File: src/rtl/aes_pkg.sv
`default_nettype none
// ============================================================================
// Module      : aes_pkg
// Description : Shared AES constants, key-schedule FSM encoding and helpers.
// Revision    : 1.0 - initial release
// ============================================================================
package aes_pkg;

    localparam int AES_NR = 10;

    localparam logic [1:0] c_ST_IDLE   = 2'd0;
    localparam logic [1:0] c_ST_EXPAND = 2'd1;
    localparam logic [1:0] c_ST_DONE   = 2'd2;

    // Round constant for the round key being generated (1..10)
    function automatic logic [7:0] rcon(input logic [3:0] round);
        logic [7:0] v;
        case (round)
            4'd1:    v = 8'h01;
            4'd2:    v = 8'h02;
            4'd3:    v = 8'h04;
            4'd4:    v = 8'h08;
            4'd5:    v = 8'h10;
            4'd6:    v = 8'h20;
            4'd7:    v = 8'h40;
            4'd8:    v = 8'h80;
            4'd9:    v = 8'h1b;
            4'd10:   v = 8'h36;
            default: v = 8'h00;
        endcase
        return v;
    endfunction

    function automatic logic [31:0] rot_word(input logic [31:0] w);
        return {w[23:0], w[31:24]};
    endfunction

endpackage
`default_nettype wire

File: src/rtl/aes_sbox.sv
`default_nettype none
// ============================================================================
// Module      : aes_sbox
// Description : Combinational AES forward S-box (GF(2^8) inverse + affine map).
// Revision    : 1.0 - initial release
// ============================================================================
module aes_sbox (
    input  logic [7:0] i_byte,
    output logic [7:0] o_byte
);

    localparam logic [7:0] c_INV_EXP = 8'd254;
    localparam logic [7:0] c_AFFINE  = 8'h63;

    function automatic logic [7:0] gf_mul(input logic [7:0] a, input logic [7:0] b);
        logic [7:0] p;
        logic [7:0] x;
        p = 8'h00;
        x = a;
        for (int i = 0; i < 8; i++) begin
            if (b[i]) p = p ^ x;
            x = {x[6:0], 1'b0} ^ (x[7] ? 8'h1b : 8'h00);
        end
        return p;
    endfunction

    // a^254 is the multiplicative inverse, and maps 0 to 0 as the S-box needs
    function automatic logic [7:0] gf_inv(input logic [7:0] a);
        logic [7:0] r;
        logic [7:0] s;
        r = 8'h01;
        s = a;
        for (int i = 0; i < 8; i++) begin
            if (c_INV_EXP[i]) r = gf_mul(r, s);
            s = gf_mul(s, s);
        end
        return r;
    endfunction

    logic [7:0] w_inv;

    always_comb begin
        w_inv  = gf_inv(i_byte);
        o_byte = w_inv
               ^ {w_inv[6:0], w_inv[7]}
               ^ {w_inv[5:0], w_inv[7:6]}
               ^ {w_inv[4:0], w_inv[7:5]}
               ^ {w_inv[3:0], w_inv[7:4]}
               ^ c_AFFINE;
    end

endmodule
`default_nettype wire

File: src/rtl/aes_key_schedule.sv
`default_nettype none
// ============================================================================
// Module      : aes_key_schedule
// Description : AES-128 key expansion, one round key per clock, with a
//               registered read port serving the stored schedule.
// Revision    : 1.0 - initial release
// ============================================================================
module aes_key_schedule
    import aes_pkg::*;
#(
    parameter int NUM_ROUNDS = 10
) (
    input  logic         Clk,
    input  logic         Rst,
    input  logic         Start,
    input  logic [127:0] Key,
    input  logic [3:0]   SelKey,
    output logic [127:0] RoundKey,
    output logic         Busy,
    output logic         KeyRy
);

    localparam logic [3:0] c_LAST_ROUND = 4'(NUM_ROUNDS);

    generate
        if (NUM_ROUNDS != AES_NR) begin : g_bad_rounds
            $error("aes_key_schedule supports only NUM_ROUNDS = 10");
        end
    endgenerate

    logic [1:0]   r_state;
    logic [1:0]   w_next_state;
    logic         w_accept;
    logic         w_expand;
    logic         w_read_ok;
    logic [3:0]   r_round;
    logic [127:0] r_work;
    logic [127:0] r_round_key;
    logic [127:0] r_buf [0:NUM_ROUNDS];
    logic [31:0]  w_rot;
    logic [31:0]  w_sub;
    logic [31:0]  w_t;
    logic [127:0] w_next_key;

    assign w_rot = rot_word(r_work[31:0]);

    generate
        for (genvar gi = 0; gi < 4; gi++) begin : g_sub_word
            aes_sbox u_sbox (
                .i_byte (w_rot[8*gi +: 8]),
                .o_byte (w_sub[8*gi +: 8])
            );
        end
    endgenerate

    always_comb begin
        w_t                = w_sub ^ {rcon(r_round), 24'h000000};
        w_next_key[127:96] = r_work[127:96] ^ w_t;
        w_next_key[95:64]  = r_work[95:64]  ^ w_next_key[127:96];
        w_next_key[63:32]  = r_work[63:32]  ^ w_next_key[95:64];
        w_next_key[31:0]   = r_work[31:0]   ^ w_next_key[63:32];
    end

    always_comb begin
        w_next_state = r_state;
        w_accept     = 1'b0;
        case (r_state)
            c_ST_IDLE, c_ST_DONE: begin
                if (Start) begin
                    w_next_state = c_ST_EXPAND;
                    w_accept     = 1'b1;
                end
            end
            c_ST_EXPAND: begin
                if (r_round == c_LAST_ROUND) w_next_state = c_ST_DONE;
            end
            default: w_next_state = c_ST_IDLE;
        endcase
    end

    assign w_expand = (r_state == c_ST_EXPAND);
    // A restarting edge already hides the old schedule
    assign w_read_ok = (r_state == c_ST_DONE) && !w_accept && (SelKey <= c_LAST_ROUND);

    always_ff @(posedge Clk or posedge Rst) begin
        if (Rst) begin
            r_state     <= c_ST_IDLE;
            r_round     <= 4'd0;
            r_work      <= '0;
            r_round_key <= '0;
        end else begin
            r_state <= w_next_state;
            if (w_accept) begin
                r_work  <= Key;
                r_round <= 4'd1;
            end else if (w_expand) begin
                r_work  <= w_next_key;
                r_round <= r_round + 4'd1;
            end
            r_round_key <= w_read_ok ? r_buf[SelKey] : '0;
        end
    end

    // Buffer is never readable outside DONE, so it needs no reset
    always_ff @(posedge Clk) begin
        if (w_accept) begin
            r_buf[0] <= Key;
        end else if (w_expand) begin
            r_buf[r_round] <= w_next_key;
        end
    end

    assign RoundKey = r_round_key;
    assign Busy     = w_expand;
    assign KeyRy    = (r_state == c_ST_DONE);

endmodule
`default_nettype wire

File: config.mk
export PLATFORM = sky130hd
export DESIGN_NAME = aes_key_schedule
export DESIGN_NICKNAME = d
export VERILOG_FILES = /design/src/rtl/aes_pkg.sv /design/src/rtl/aes_sbox.sv /design/src/rtl/aes_key_schedule.sv
export SDC_FILE = /design/constraint.sdc
export NUM_CORES = 2
export LEC_CHECK = 0
export ABC_AREA = 0
export CAP_MARGIN = 20
export CORE_MARGIN = 2
export CORE_UTILIZATION = 30
export CTS_CLUSTER_DIAMETER = 120
export DETAILED_ROUTE_END_ITERATION = 10
export GPL_TIMING_DRIVEN = 1
export PLACE_DENSITY_LB_ADDON = 0.3
export RECOVER_POWER = 25
export SLEW_MARGIN = 40
export SYNTH_ARGS = -nofsm -noshare
export SYNTH_HDL_FRONTEND = slang
export SYNTH_SLANG_ARGS = --single-unit
export TNS_END_PERCENT = 50
File: constraint.sdc
create_clock -name Clk -period 50.1 [get_ports Clk]
set_clock_uncertainty 0.15 [all_clocks]
set_input_delay 10.02 -clock Clk [delete_from_list [all_inputs] [get_ports Clk]]
set_output_delay 10.02 -clock Clk [all_outputs]
set_load 0.005 [all_outputs]
==> flow_metrics.env <==
export IMPL_status="finished, violations left"
export IMPL_violations="capacitance limit, slew limit"
export IMPL_post_cts_resized=0
export IMPL_slew_headroom_pct=-455
export IMPL_track_usage_pct=18.1
export IMPL_slowest_stage="xnor3_1"
export IMPL_hp_class="flip-flop to flip-flop"
export IMPL_cts_tree="yes"
export IMPL_slowest_delay_ns=0.74
export IMPL_fin_crit_ns=19.78
export IMPL_worst_path_most_repeated_cell="xnor3_1"
export IMPL_syn_area_per_cell_um2=10.6
export IMPL_grt_busiest_layer="met2"
export IMPL_wl_per_cell_um=22.6
export IMPL_cts_max_level=4
export IMPL_ys_warnings_count=0
export IMPL_place_inst=16800
export IMPL_globalplace_congestion=0.855
export IMPL_ys_ff_latch=1670
export IMPL_instances_no_fill=17100
export IMPL_critPathArrivalTime_ns=20.12
export IMPL_drc=0
export IMPL_critPathCaptureType="flip-flop"
export IMPL_clock_latency_ns=0.82
export IMPL_antenna_found_initial=30
export IMPL_start_util_pct=30.1
export IMPL_die_h_um=642
export IMPL_critPathKind="flip-flop to flip-flop"
export IMPL_die_w_um=642
export IMPL_routed_wl_um=387000
export IMPL_yosysSeqAreaShare_pct=40.0
export IMPL_synth_largest_area_cell="edfxtp_1"
export IMPL_setup_slack_ns=30.32
export IMPL_yosysTopAreaCellShare_pct=34.6
export IMPL_overflow=0
export IMPL_core_area_um2=406000
export IMPL_synth_cell_types=106
export IMPL_synth_area_top_cells="edfxtp_1, xnor2_1, xnor3_1, dfrtp_1, mux4_2"
export IMPL_grt_pass1_vias=84900
export IMPL_ant_nets=0
export IMPL_vias_per_cell=5.19
export IMPL_dp_hpwl_um=261000
export IMPL_critPathRequiredTime_ns=50.45
export IMPL_synth_ff_type="edfxtp_1"
export IMPL_worstPathMaxFanout=27
export IMPL_vias=88800
export IMPL_syn2layout_area_growth_pct=13.0
export IMPL_grt_util_met3_pct=1.11
export IMPL_synth_edf_count=1408
export IMPL_rsz0062_at_grt="false"
export IMPL_clock_sinks=1670
export IMPL_gr_usage_met2_pct=30.5
export IMPL_holdBufCountCts=0
export IMPL_drtPass1Iterations=7
export IMPL_syn_cell_area_um2=122000
export IMPL_setup_tns_ns=0
export IMPL_met1_usage_pct=24.5
export IMPL_fillers=40700
export IMPL_worstMarginPinSlew_ns=8.33
export IMPL_async_flop_share_pct=15.7
export IMPL_report_final_hold_viol_count=0
export IMPL_io_buffers=264
export IMPL_numCtsBuffers=162
export IMPL_setup_viol=0
export IMPL_grt_max_degree=142
export IMPL_start_kind="flip-flop"
export IMPL_postLayoutCoreUtil_pct=34.0
export IMPL_final_layout_size_suffix_gt1_share_pct=11.3
export IMPL_synth_nets=11700
export IMPL_clk_root_buffer_cell="clkbuf_16"
export IMPL_layout_nets=11700
export IMPL_synth_cells=11500
export IMPL_postCtsSetupRepairBufs=0
export IMPL_clockBufferDepth=4
export IMPL_grt_pass1_wl_um=576000
export IMPL_core_rowCount=234
export IMPL_io_pins=265
export IMPL_clk_pin_slew_ns=0.06
export IMPL_dp_slack_ns=30.70
export IMPL_drt_iter0_markers=8737
export IMPL_slew_violations=1021
export IMPL_fin_crit_sh_pct=39.5
export IMPL_fmax_mhz=50.6
export IMPL_die_area_um2=412000
export IMPL_maxCapViolations=23
==> synth_stat cells (22+ instances only) <==
library cell	n
o21ai_1	35
o221ai_1	34
o21ai_0	448
a211oi_1	328
o31ai_1	24
xnor2_1	1695
o21a_1	31
nand2b_1	79
a22oi_1	83
nand3_1	191
xor2_1	535
mux4_2	260
a31oi_1	72
o22ai_1	104
ha_1	25
xor3_1	45
dfrtp_1	262
nand2_1	1072
nor2_1	1287
o211ai_1	76
mux2i_1	335
a21oi_1	613
a21o_1	48
buf_2	133
and3_1	25
or3_1	33
xor2_2	22
a221o_1	58
a22o_1	28
xnor3_1	334
clkbuf_1	533
xnor2_2	75
edfxtp_1	1408
nor3_1	187
buf_1	113
mux2_2	52
a221oi_1	39
a32oi_1	29
nor3b_1	25
inv_1	98
nor2b_1	196
and2_1	51
==> critical path, delay by kind of cell (launching register included) <==
kind                       cells  cell delay, ns
xor gates and xnor gates      27            9.82
buffers and inverters          6            2.29
AOI/OAI and AO/OA              7            2.16
and+or+nand+nor                9            2.12
adders and majority gates      4            1.96
DFF                            1            0.62
muxes                          2            0.30
==> flip-flops by register name, indices dropped and copies added, names as in the netlist <==
register and flops:
r_round 4, r_buf 1408, r_work 128, RoundKey 128, r_state 2
==> through the flow <==
step                      hold WS, ns  cell area [µm²]
final                           0.382           138000
after global routing            0.391           138000
after CTS                       0.380           138000
after detailed placement        0.363           133000
after global placement          0.359           132000
after floorplan                 0.340           122000
==> area by class of cell <==
type	count	area, µm²	share of cell area [%]
Antenna cell	22	55.1	0.0399
Clock buffer	212	4460	3.23
Tap cell	5428	6790	4.92
Multi-Input combinational cell	8931	70900	51.4
Inverter	121	463	0.336
Sequential cell	1670	48800	35.4
Timing Repair Buffer	658	5780	4.19
Clock inverter	75	663	0.481
==> cell families after synthesis <==
| group | count (synthesis) | synth area share [%] |
|---|---|---|
| AND/OR/NAND/NOR | 3250 | 11.5 |
| XOR/XNOR | 2742 | 25.1 |
| AO/OA/AOI/OAI | 2263 | 12.0 |
| flip-flops | 1670 | 40.0 |
| buffers and inverters | 925 | 3.06 |
| multiplexers | 649 | 8.04 |
| adder cells (fa/ha/maj) | 27 | 0.273 |
==> per-layer routing <==
layer  vias up  part of all wire [%]
met1     44400                    44
met2      2531                    48
met4         0                   3.8
met5         -                     0
li1      41400                     -
met3       404                   4.2
==> cell usage in the layout (no fill, tap or decap), types with 35 or more instances in the layout <==
master and n:
nand2_1 1070, a21oi_1 610, xnor3_1 326, a21o_1 48, o21ai_1 45, nand3_1 191
dfrtp_1 260, buf_4 343, clkbuf_1 56, clkinv_1 35, o22ai_1 104, a22oi_1 83
xnor2_1 1613, nor2_1 1267, a221oi_1 39, nor3_1 187, clkbuf_16 166, a221o_1 58
nand2b_1 79, mux4_2 260, xnor2_2 151, o21ai_0 429, xor2_1 506, xor2_2 49
mux2i_1 335, xor3_1 44, a211oi_1 298, nor2b_1 194, inv_1 94, clkdlybuf4s50_1 260
edfxtp_1 1408, o211ai_1 76, mux2_2 52, and2_1 51, a31oi_1 72
==> worst paths after layout <==
kind / slack, ns / depth (start not counted) / endpoint / from
max: 30.32 / 55 / r_buf[8][31]$_DFFE_PP_ / r_work[23]$_DFFE_PP0P_
max in group asynchronous: 38.60 / 4 / RoundKey[60]$_DFF_PP0_ / Rst
max reg2reg: 30.32 / 55 / r_buf[8][31]$_DFFE_PP_ / r_work[23]$_DFFE_PP0P_
min: 0.38 / 2 / r_work[98]$_DFFE_PP0P_ / r_work[98]$_DFFE_PP0P_
min reg2reg: 0.38 / 2 / r_work[98]$_DFFE_PP0P_ / r_work[98]$_DFFE_PP0P_
min in group asynchronous: 9.50 / 2 / r_work[8]$_DFFE_PP0P_ / Rst
Power is not shown: default switching activity piles up to over one toggle a cycle in this logic, so the estimate is an artifact.
